**src/rtl/uart_tx_arbiter.sv**
```systemverilog
// Round-robin arbiter feeding one UART transmitter from four requesters.
// Handles inter-frame gap, WAIT_DONE timeout and deferred baud changes.
module uart_tx_arbiter #(
   parameter int          GAP_CYCLES     = 4,
   parameter int          TIMEOUT_CYCLES = 20000,
   parameter logic [1:0]  BAUD_DEFAULT   = 2'b11
) (
   input  logic        clk,
   input  logic        reset,
   input  logic [3:0]  req,
   input  logic [31:0] req_data,
   output logic [3:0]  gnt,
   output logic        tx_start,
   output logic [7:0]  tx_data,
   input  logic        tx_busy,
   input  logic        tx_done,
   input  logic        cfg_load,
   input  logic [1:0]  cfg_baud,
   output logic [1:0]  baud_select,
   output logic [1:0]  active_id,
   output logic        busy,
   output logic        timeout_err
);

   typedef enum logic [1:0] {
      IDLE,
      START,
      WAIT_DONE,
      GAP
   } state_t;

   localparam int CNT_MAX =
      (TIMEOUT_CYCLES > GAP_CYCLES) ? TIMEOUT_CYCLES : GAP_CYCLES;
   localparam int CW = $clog2(CNT_MAX + 1);
   localparam logic [CW-1:0] TO_LAST = CW'(TIMEOUT_CYCLES - 1);
   localparam logic [CW-1:0] GAP_LAST =
      CW'((GAP_CYCLES > 0) ? GAP_CYCLES - 1 : 0);

   state_t          state;
   logic [1:0]      ptr;
   logic [1:0]      win_q;
   logic            pending;
   logic [1:0]      pend_baud;
   logic [CW-1:0]   cnt;

   logic [1:0]      win;
   logic [1:0]      idx;
   logic            found;
   logic            grant_ok;

   always_comb begin
      win   = ptr;
      idx   = ptr;
      found = 1'b0;
      for (int i = 0; i < 4; i++) begin
         idx = ptr + 2'(i);
         if (!found && req[idx]) begin
            win   = idx;
            found = 1'b1;
         end
      end
   end

   // A cfg_load arriving this cycle blocks the grant so the new baud
   // rate is applied before the next frame starts.
   assign grant_ok = found && !tx_busy && !pending && !cfg_load;

   always_ff @(posedge clk) begin
      if (reset) begin
         state       <= IDLE;
         ptr         <= '0;
         win_q       <= '0;
         pending     <= 1'b0;
         pend_baud   <= '0;
         cnt         <= '0;
         gnt         <= '0;
         tx_start    <= 1'b0;
         tx_data     <= '0;
         active_id   <= '0;
         busy        <= 1'b0;
         timeout_err <= 1'b0;
         baud_select <= BAUD_DEFAULT;
      end else begin
         gnt      <= '0;
         tx_start <= 1'b0;
         busy     <= (state != IDLE);

         if (cfg_load) begin
            pending   <= 1'b1;
            pend_baud <= cfg_baud;
         end

         unique case (state)
            IDLE: begin
               if (pending) begin
                  baud_select <= pend_baud;
                  if (!cfg_load)
                     pending <= 1'b0;
               end else if (grant_ok) begin
                  win_q <= win;
                  ptr   <= win + 2'd1;
                  state <= START;
               end
            end
            START: begin
               cnt <= '0;
               if (req[win_q]) begin
                  tx_start  <= 1'b1;
                  gnt       <= 4'b0001 << win_q;
                  tx_data   <= req_data[{win_q, 3'b000} +: 8];
                  active_id <= win_q;
                  state     <= WAIT_DONE;
               end else begin
                  state <= IDLE;
               end
            end
            WAIT_DONE: begin
               if (tx_done) begin
                  cnt   <= '0;
                  state <= (GAP_CYCLES == 0) ? IDLE : GAP;
               end else if (cnt == TO_LAST) begin
                  cnt         <= '0;
                  timeout_err <= 1'b1;
                  state       <= IDLE;
               end else begin
                  cnt <= cnt + 1'b1;
               end
            end
            GAP: begin
               if (cnt == GAP_LAST) begin
                  cnt   <= '0;
                  state <= IDLE;
               end else begin
                  cnt <= cnt + 1'b1;
               end
            end
         endcase
      end
   end

endmodule

```
**config.mk**
```make
export PLATFORM = sky130hd
export DESIGN_NAME = uart_tx_arbiter
export DESIGN_NICKNAME = d
export VERILOG_FILES = /design/src/rtl/uart_tx_arbiter.sv
export SDC_FILE = /design/constraint.sdc
export NUM_CORES = 1
export LEC_CHECK = 0
export CORE_MARGIN = 2
export CORE_UTILIZATION = 25
export DETAILED_ROUTE_END_ITERATION = 6
export GPL_ROUTABILITY_DRIVEN = 0
export GPL_TIMING_DRIVEN = 0
export SLEW_MARGIN = 15
export SYNTH_ARGS = -nofsm -noshare
export SYNTH_HDL_FRONTEND = slang
export SYNTH_SLANG_ARGS = --single-unit
```
**constraint.sdc**
```tcl
create_clock -name clk -period 1.9 [get_ports clk]
set_input_delay 0.38 -clock clk [delete_from_list [all_inputs] [get_ports clk]]
set_output_delay 0.38 -clock clk [all_outputs]
set_load 0.05 [all_outputs]
```
==> impl_results.md, run 1 <==
* Clk sinks at 43
* Ys flop type: dfxtp_1
* Clock-pin slew on the worst setup and hold paths at 0.08 ns
* Routed WL at between 5000 and 6000 um
* Worst slew pin tran at 0.6772 ns
* Ports at slightly above 60
* Layout cells sized above 1 at between 10% and 20%
* Number of global-route vias before repair at approximately 1.9k
* Power per cell area at 648.9 nW/um^2
* ANT cells at 0
* Mapped Area at 2192 sq um
* Final worst-path setup slack at 0.05679 ns
* Worst path max stage delay at about 0.8 ns
* Clock Tree Buf Depth at 2
* Worst setup EP type: primary output
* Largest delay share family, worst path: buffers and inverters
* Final net count at 346
* Starting Density at 25.51%
* Slowest CP cell: clkdlybuf4s50_1
* Final Hold Viols at 0
* DR vias/cell at approximately 4.8
* Mapped Nets at 276
* First-pass GRT wire length at 8714 um
* Clock skew at 0.006203 ns
* Synth warnings at 0
* Synth top area share at 39.27%
* Syn Inst Count at 232
* Final Cycle Share at 97.01%
* Final Max Tran Viols at 0
* DIE AREA at about 9500 sq um
* Pwr Total at 2.000 mW
* Gr usage total at 11.13%
* FP Rows at 34
* Max_cap viols at 0
* Post-route setup TNS at 0 ns
* Initial drt markers at roughly 80
* Achievable Freq at 542.5 MHz
* Pre-CTS setup slack at -0.2232 ns
* Maximum number of pins on one net before global-route repair at 14
* Unique masters post-synth at 53
* Post-synth top area cell: dfxtp_1
* Residual DRC count at 0
* Pre-Repair DR Iteration Count at 4
* Worst rel slew slack at a little over half
* CP bufs+invs at 1
* Core box area at 8593 sq um
* Crit Path Category: flip-flop to primary output
* Clock latency on the worst-skew pair at 0.30 ns
* Crit path time final at 1.843 ns
* Finished Cell Area at ~3100 sq um
* Filler Cell Count at 899
* Ys async rst share at 0%
* Register area share after synthesis at approximately 40%
* Avg Inst Size Synth at 9.449 sq um
* Initial antenna violation count at 0
* Largest fanout on the critical path at 2
* DIE WIDTH at 97.64 um
* Via Count at 1959
* CTS tree: done
* Area contributors post-synth: dfxtp_1, mux4_2, mux2i_1
* Critical-path cell list: clkdlybuf4s50_1
* Peak VDD IR at 0.0003163 V
* I/O Buffers at 61
* Clk root buf: clkbuf_8
* ANT nets after route at 0
* H-tree levels at 2
* Area delta synth->final at 40.58%
* Startpoint types: flip-flop
* Dpl hpwl at 3935 um
* Hold WS at 0.4668 ns
* Commonest cells post-synth: dfxtp_1, nor2_1, nand2_1, mux2i_1
* DP Area at approximately 3000 sq um
* Status: complete, no violations
* WL per Instance at 12.62 um
* Final setup violation count at 0
* Critical Path AT at 1.46 ns
* Post-synth EDFFs at 0
* Synth Register Bits at 43
* CP Data Required Time at 1.52 ns
* Worst Hold Class: flip-flop to flip-flop
* Global route overflow at 0
* RSZ-0062 raised after global routing: no
* Top-count cell post-synth: dfxtp_1
* Die height at 97.64 um
* Leak at 1.148 nW
* CTS Buf Count at 5
[registers in the layout (all words and copies together) (netlist names)]
| signal | count |
|---|---|
| active_id | 2 |
| baud_select | 2 |
| busy | 1 |
| cnt | 15 |
| gnt | 4 |
| pend_baud | 2 |
| pending | 1 |
| ptr | 2 |
| state | 2 |
| timeout_err | 1 |
| tx_data | 8 |
| tx_start | 1 |
| win_q | 2 |
[what timing repair did]
action / in CTS / in global routing
hold buffers: 0 / 0
resized for setup: 1 / 3
setup endpoints to repair: 2 / 11
buffers inserted: 0 / 2
pin swaps: 0 / 1
endpoints found under the hold margin: 0 / 0
[area by class of cell]
| cell class | count | area [sq um] | share of cell area, % |
|---|---|---|---|
| multi-input cells | 173 | 1259 | 40.84 |
| well taps | 108 | 135.1 | 4.385 |
| repair buffers | 63 | 625.6 | 20.30 |
| flip-flops and latches | 43 | 860.8 | 27.93 |
| plain buffers | 13 | 72.57 | 2.355 |
| clock buffers | 6 | 82.58 | 2.680 |
| inverters | 3 | 11.26 | 0.3654 |
| clock inverters | 2 | 35.03 | 1.137 |
[power breakdown]
part           switching [mW]  internal [mW]  total [mW]
clock                   0.318          0.425       0.744
sequential             0.0149          0.923       0.938
combinational           0.147          0.171       0.318
[layout by cell type (no fill, tap or decap), types with 5 or more instances in the layout]
cell type / synthesis / layout
nand2_1: 21 / 21
o21ai_0: 5 / 5
clkbuf_8: 0 / 6
nor2_1: 29 / 29
mux2i_1: 14 / 14
clkdlybuf4s50_1: 0 / 61
nor3_1: 5 / 5
nand2b_1: 9 / 9
clkbuf_1: 6 / 6
nand3_1: 6 / 6
dfxtp_1: 43 / 43
a31oi_1: 11 / 11
a21oi_1: 11 / 11
mux4_2: 8 / 8
[worst paths after layout]
kind	from	endpoint	slack, ns	cells after the start
worst max-delay path	tx_data[0]	tx_data[0]	0.06	1
worst min-delay path	active_id[1]	active_id[1]	0.47	2
worst max register to register	win_q[1]	tx_data[5]	0.11	5
worst min register to register	active_id[1]	active_id[1]	0.47	2
[worst reg2reg max path, stage by stage, from the launching register on]
cell	delay, ns
dfxtp_1	0.32
clkbuf_1	0.33
clkbuf_1	0.45
mux4_2	0.39
mux2i_1	0.14
nor2_1	0.05
[layer usage]
layer  part of all wire [%]  wire, um  track usage (%)  vias up
met5                      0         0                0        -
met4                    1.8        91            3.953        0
met3                    3.2       164            2.662        9
met2                     50      2577            18.04       30
met1                     45      2352            14.47      921
li1                       -         -                -      999
[through the flow]
| stage | utilization [%] | std cells |
|---|---|---|
| 6_report | 35.86 | 411 |
| 5_1_grt | 35.86 | 411 |
| 4_1_cts | 35.57 | 409 |
| 3_5_place_dp | 34.19 | 401 |
| 3_3_place_gp | 34.19 | 401 |
| 2_1_floorplan | - | 232 |
[cells by family after synthesis]
group	share of synthesized area (%)
muxes	15.13
DFF	39.27
AOI/OAI and AO/OA	16.27
adders and majority gates	0.5707
buffers and inverters	3.767
xor gates and xnor gates	0.3996
and+or+nand+nor	24.60
Power figures use the tool's default switching activity.
==> inputs of run 2 (changes only) <==
==> constraint.sdc (replaced) <==
create_clock -name clk -period 2.08 [get_ports clk]
set_input_delay 0.416 -clock clk [delete_from_list [all_inputs] [get_ports clk]]
set_output_delay 0.416 -clock clk [all_outputs]
set_load 0.05 [all_outputs]
==> run 2 against run 1 <==
Register-to-register slack better by 0.11 ns. Non-clock buffer count is 2 lower. Worst hold slack hardly changed. First-iteration DRC count is 1.3% higher. Clock power is 8.5% lower. Critical path depth stayed put. Sequential share of layout area is 0.24 points higher. Routed wire length is 0.19% higher. Highest routed layer unchanged. Die area stayed put.
==> impl_results.md, run 2 (synthesis gave the netlist of run 1 again) <==
* First-pass GRT wire length at 8714 um (unchanged)
* CP Data Required Time at 1.66 ns (+0.14 ns)
* Status: complete, no violations
* Post-CTS sizing at 0 (-1)
* DIE WIDTH at 97.64 um (unchanged)
* Final setup violation count at 0 (unchanged)
* Commonest cells after routing, fill and taps aside: clkdlybuf4s50_1, dfxtp_1, nor2_1
* Power per cell area at 598.0 nW/um^2 (-7.8%)
* Clk root buf: clkbuf_8
* Die height at 97.64 um (unchanged)
* Hold-fix buffers at CTS at 0 (unchanged)
* Worst path max stage delay at 0.82 ns (about the same)
* Slowest CP cell: clkdlybuf4s50_1
* Layout cells sized above 1 at 11.63% (-1.9 points)
* Pre-Repair DR Iteration Count at 6 (+2)
* Worst setup EP type: primary output
* Area occupied by multi-input gates at 1249 sq um (-0.80%)
* Peak VDD IR at 0.0002893 V (-8.5%)
* DIE AREA at 9534 sq um (unchanged)
* Via Count at 1953 (-0.31%)
* Final Hold Viols at 0 (unchanged)
* Dpl hpwl at 3935 um (unchanged)
* CTS Buf Count at 5 (unchanged)
* Commonest non-fill, non-tap cell in the layout: clkdlybuf4s50_1
* Area delta synth->final at 39.38%
* Routed WL at 5195 um (+0.19%)
* I/O Buffers at 61 (unchanged)
* Residual DRC count at 0 (unchanged)
* CP bufs+invs at 1 (unchanged)
* Final net count at 344 (-0.58%)
* Maximum number of pins on one net before global-route repair at 14 (unchanged)
* Largest delay share family, worst path: buffers and inverters
* Initial drt markers at 80 (+1.3%)
* CTS tree: done
* Crit path time final at around 1.9 ns
* Clock latency on the worst-skew pair at 0.30 ns (about the same)
* Starting Density at 25.51% (unchanged)
* Clock-pin slew on the worst setup and hold paths at 0.08 ns (about the same)
* Largest regs: cnt: 15 flops, tx_data: 8 flops, gnt: 4 flops
* Final Cycle Share at between 90% and 100%
* RSZ-0062 raised after global routing: no
* Final Max Tran Viols at 0 (unchanged)
* Area occupied by registers at 860.8 sq um (unchanged)
* Setup Fix Bufs, Post-CTS at 0 (unchanged)
* Hold WS at 0.4666 ns (-0.0002090 ns)
* Worst Hold Class: flip-flop to flip-flop
* Initial antenna violation count at 0 (unchanged)
* Worst slew pin tran at 0.6797 ns (+0.002490 ns)
* Startpoint types: flip-flop
* Clock skew at 0.006821 ns (+0.0006172 ns)
* ANT nets after route at 0 (unchanged)
* Largest fanout on the critical path at 2 (unchanged)
* Critical Path AT at 1.47 ns (about the same)
* Critical-path cell list: clkdlybuf4s50_1
* ANT cells at 0 (unchanged)
* Pre-CTS setup slack at -0.07924 ns (+0.1440 ns)
* Gr usage total at 11.13% (unchanged)
* Achievable Freq at 530.7 MHz
* FP Rows at 34 (unchanged)
* Ports at 62 (unchanged)
* DR vias/cell at 4.775 (+0.18%)
* Max_cap viols at 0 (unchanged)
* Leak at 1.134 nW (-1.2%)
* Max FFs per register at 15 (unchanged)
* Final worst-path setup slack at 0.1957 ns (+0.1389 ns)
* Crit Path Category: flip-flop to primary output
* Number of global-route vias before repair at 1856 (unchanged)
* Filler Cell Count at 902 (+0.33%)
* Biggest register: cnt
* Clk sinks at 43 (unchanged)
* H-tree levels at 2 (unchanged)
* Worst rel slew slack at 54.52% (-0.17 points)
* Core box area at 8593 sq um (unchanged)
* Global route overflow at 0 (unchanged)
* Clock Tree Buf Depth at 2 (unchanged)
* WL per Instance at 12.70 um (+0.68%)
[run 2: layout make-up]
type	instances	share of cell area (%)
well taps	108	4.423
flip-flops and latches	43	28.17
clock inverters	2	1.147
multi-input cells	173	40.87
clock buffers	6	2.703
plain buffers	13	2.334
inverters	3	0.3686
repair buffers	61	19.98
[run 2: per-layer routing]
layer	track usage, %	wire length (um)
met5	0	0
met4	3.953	86
met3	2.662	200
met2	18.04	2574
met1	14.47	2334
[run 2: per-stage QoR]
stage,setup TNS (ns),instances,power (mW),util (%),instance area [sq um]
after floorplan,0,232,1.037,-,2192
after global placement,-0.3473,401,1.165,34.19,2938
after detailed placement,-0.4830,401,1.169,34.19,2938
after CTS,0,409,1.854,35.56,3055
after global routing,0,409,1.912,35.56,3055
final,0,409,1.827,35.56,3055
[run 2: final timing paths]
kind,startpoint,to,slack (ns),cells past startpoint
max,tx_data[0],tx_data[0],0.20,1
min,active_id[1],active_id[1],0.47,2
min reg2reg,active_id[1],active_id[1],0.47,2
max reg2reg,cnt[0],cnt[14],0.22,7
[run 2: power breakdown]
part	switching, mW	internal (mW)
clock network	0.293	0.389
logic	0.134	0.155
registers	0.0136	0.843
total	0.440	1.39
==> inputs of run 3 (changes only) <==
--- a/config.mk
+++ b/config.mk
@@ -5,7 +5,7 @@
 export SDC_FILE = /design/constraint.sdc
 export NUM_CORES = 1
 export LEC_CHECK = 0
-export CORE_MARGIN = 2
+export CORE_MARGIN = 3
 export CORE_UTILIZATION = 25
 export DETAILED_ROUTE_END_ITERATION = 6
 export GPL_ROUTABILITY_DRIVEN = 0
==> run 3 against run 2 <==
First-iteration DRC count fell by 3.8%. Via count rose by 1.2%. Critical path depth rose by 4. Final cell count fell by 0.73%. Die area rose by 4.1%. Utilization rose by 0.64 points. Count of clock-buffer cells in the layout rose by 2.
==> impl_results.md, run 3 (synthesis gave the netlist of run 1 again) <==
* Status: complete, no violations
* Gr usage total at 11.37% (+0.23 points)
* Global route overflow at 0 (unchanged)
* Routed WL at 5530 um (+6.4%)
* Commonest non-fill, non-tap cell in the layout: clkdlybuf4s50_1
* R2R Setup Slk at 0.19 ns (-0.03 ns)
* Initial drt markers at 77 (-3.8%)
* Clock share of power at 33.8% (-3.5 points)
* Final setup violation count at 0 (unchanged)
* WL per Instance at 13.62 um (+7.2%)
* Die height at 99.64 um (+2.0%)
* CTS tree: done
* Clock Tree Buf Depth at 2 (unchanged)
* Hold WS at 0.4699 ns (+0.003345 ns)
* Final Hold Viols at 0 (unchanged)
* Clk sinks at 43 (unchanged)
* Pwr Total at 1.737 mW (-5.0%)
* Clock skew at 0.005471 ns (-0.001349 ns)
* Layout cells sized above 1 at 11.30% (-0.33 points)
* Clk root buf: clkbuf_8
* Leak at 1.124 nW (-0.92%)
* Worst rel slew slack at 52.06% (-2.5 points)
* Final net count at 344 (unchanged)
* H-tree levels at 2 (unchanged)
* Biggest register: cnt
* Startpoint types: flip-flop
* Final Max Tran Viols at 0 (unchanged)
* Post-CTS sizing at 0 (unchanged)
* Pre-Repair DR Iteration Count at 4 (-2)
* Register share of total power at 49.4% (+2.5 points)
* Worst slew pin tran at 0.7165 ns (+0.03687 ns)
* DIE WIDTH at 99.64 um (+2.0%)
* Min-Delay Path Depth at 2 (unchanged)
* Clock-pin slew on the worst setup and hold paths at 0.08 ns (about the same)
* Ports at 62 (unchanged)
* Largest regs: cnt: 15 flops, tx_data: 8 flops, gnt: 4 flops
* CTS Buf Count at 5 (unchanged)
* Peak VDD IR at 0.0002811 V (-2.8%)
* Final Util at 36.20% (+0.64 points)
* Reg-to-reg endpoint: tx_data[3]
* Clock latency on the worst-skew pair at 0.29 ns (about the same)
* Fin cells at 406 (-0.73%)
* Largest fanout on the critical path at 10 (+8)
* Max FFs per register at 15 (unchanged)
* RSZ-0062 raised after global routing: no
* ANT nets after route at 0 (unchanged)
* Area delta synth->final at 38.41%
* Hold-fix buffers at CTS at 0 (unchanged)
* Final Cycle Share at 90.88% (+0.29 points)
* Crit Path Category: flip-flop to flip-flop
* Max_cap viols at 0 (unchanged)
* Maximum number of pins on one net before global-route repair at 13 (-1)
* ANT cells at 0 (unchanged)
* CP Data Required Time at 2.26 ns (+0.60 ns)
* Net Sw Power at 434.6 uW (-1.3%)
* Dpl hpwl at 4219 um (+7.2%)
* Hold Path End: active_id[1]
* Worst setup EP type: flip-flop
* Placed Cells at 398 (-0.75%)
* Sw Share at 25.03% (+0.94 points)
* Number of global-route vias before repair at 1925 (+3.7%)
* Critical Path AT at 2.07 ns (+0.60 ns)
* HP Start: active_id[1]
* Initial antenna violation count at 0 (unchanged)
* I/O Buffers at 61 (unchanged)
* Gate power share at 16.8% (+1.0 points)
* FP Rows at 33 (-2.9%)
* Starting Density at 26.15% (+0.64 points)
* DIE AREA at 9928 sq um (+4.1%)
* Worst Hold Class: flip-flop to flip-flop
* Crit path time final at 1.890 ns (+0.006050 ns)
* Via Count at 1976 (+1.2%)
* Reg-to-reg startpoint: win_q[0]
* Core box area at 8382 sq um (-2.5%)
* First-pass GRT wire length at 9087 um (+4.3%)
* Setup Fix Bufs, Post-CTS at 0 (unchanged)
* Pint at 1.302 mW (-6.1%)
* Reg2Reg Depth at 5 (-2)
* Power per cell area at 572.4 nW/um^2 (-4.3%)
* Commonest cells after routing, fill and taps aside: clkdlybuf4s50_1, dfxtp_1, nor2_1
* DR vias/cell at 4.867 (+1.9%)
* Achievable Freq at 529.0 MHz (-0.32%)
* Residual DRC count at 0 (unchanged)
==> run 3: cell types whose count changed in the layout (fill, tap and decap cells not counted), sizes merged <==
| cell | before | now |
|---|---|---|
| clkbuf | 12 | 14 |
| bufinv | 1 | 0 |
| clkinv | 1 | 0 |
==> run 3: layout make-up <==
| cell class | count | area (sq um) |
|---|---|---|
| clock buffers | 8 | 100.1 |
| inverters | 3 | 11.26 |
| well taps | 105 | 131.4 |
| fillers | 853 | 5348 |
| multi-input cells | 173 | 1249 |
| plain buffers | 13 | 71.32 |
| repair buffers | 61 | 610.6 |
| flip-flops and latches | 43 | 860.8 |
==> run 3: worst max-delay path, cell delays in order, from the launching register on <==
cell,delay [ns]
dfxtp_1,0.31
buf_4,0.17
buf_1,0.51
mux4_2,0.58
mux2i_1,0.14
nor2_1,0.05
==> run 3: routing by layer <==
metal  up-vias  global-route usage (%)  share of wire (%)  wire, um
met5         -                       0                  0         0
met4         0                   3.466                1.0        57
met3         5                   2.314                3.6       199
met2        36                   19.78                 51      2800
met1       944                   14.10                 45      2474
li1        991                       -                  -         -
==> run 3: how the worst max path moves through the flow <==
| stage | start | endpoint | depth (start not counted) |
|---|---|---|---|
| floorplan | cnt[0] | cnt[13] | 7 |
| global placement | req[0] | tx_data[5] | 6 |
| detailed placement | req[0] | tx_data[3] | 6 |
| CTS | win_q[0] | tx_data[3] | 5 |
| global route | win_q[0] | tx_data[3] | 5 |
| finish | win_q[0] | tx_data[3] | 5 |
==> run 3: metrics by stage <==
stage	worst slack, ns	setup TNS (ns)	instance area (sq um)
final	0.1896	0	3034
after global routing	0.01683	0	3034
after CTS	0.1471	0	3034
after detailed placement	-0.09227	-0.5942	2934
after global placement	-0.06693	-0.3900	2934
after floorplan	0.4280	0	2192
==> run 3: power groups by stage <==
stage                     combinational [mW]  clock (mW)  sequential [mW]
final                                  0.292       0.588            0.857
after CTS                              0.296       0.613            0.858
after global routing                   0.315       0.637            0.861
after floorplan                        0.129           0            0.908
after global placement                 0.290           0            0.877
after detailed placement               0.295           0            0.877
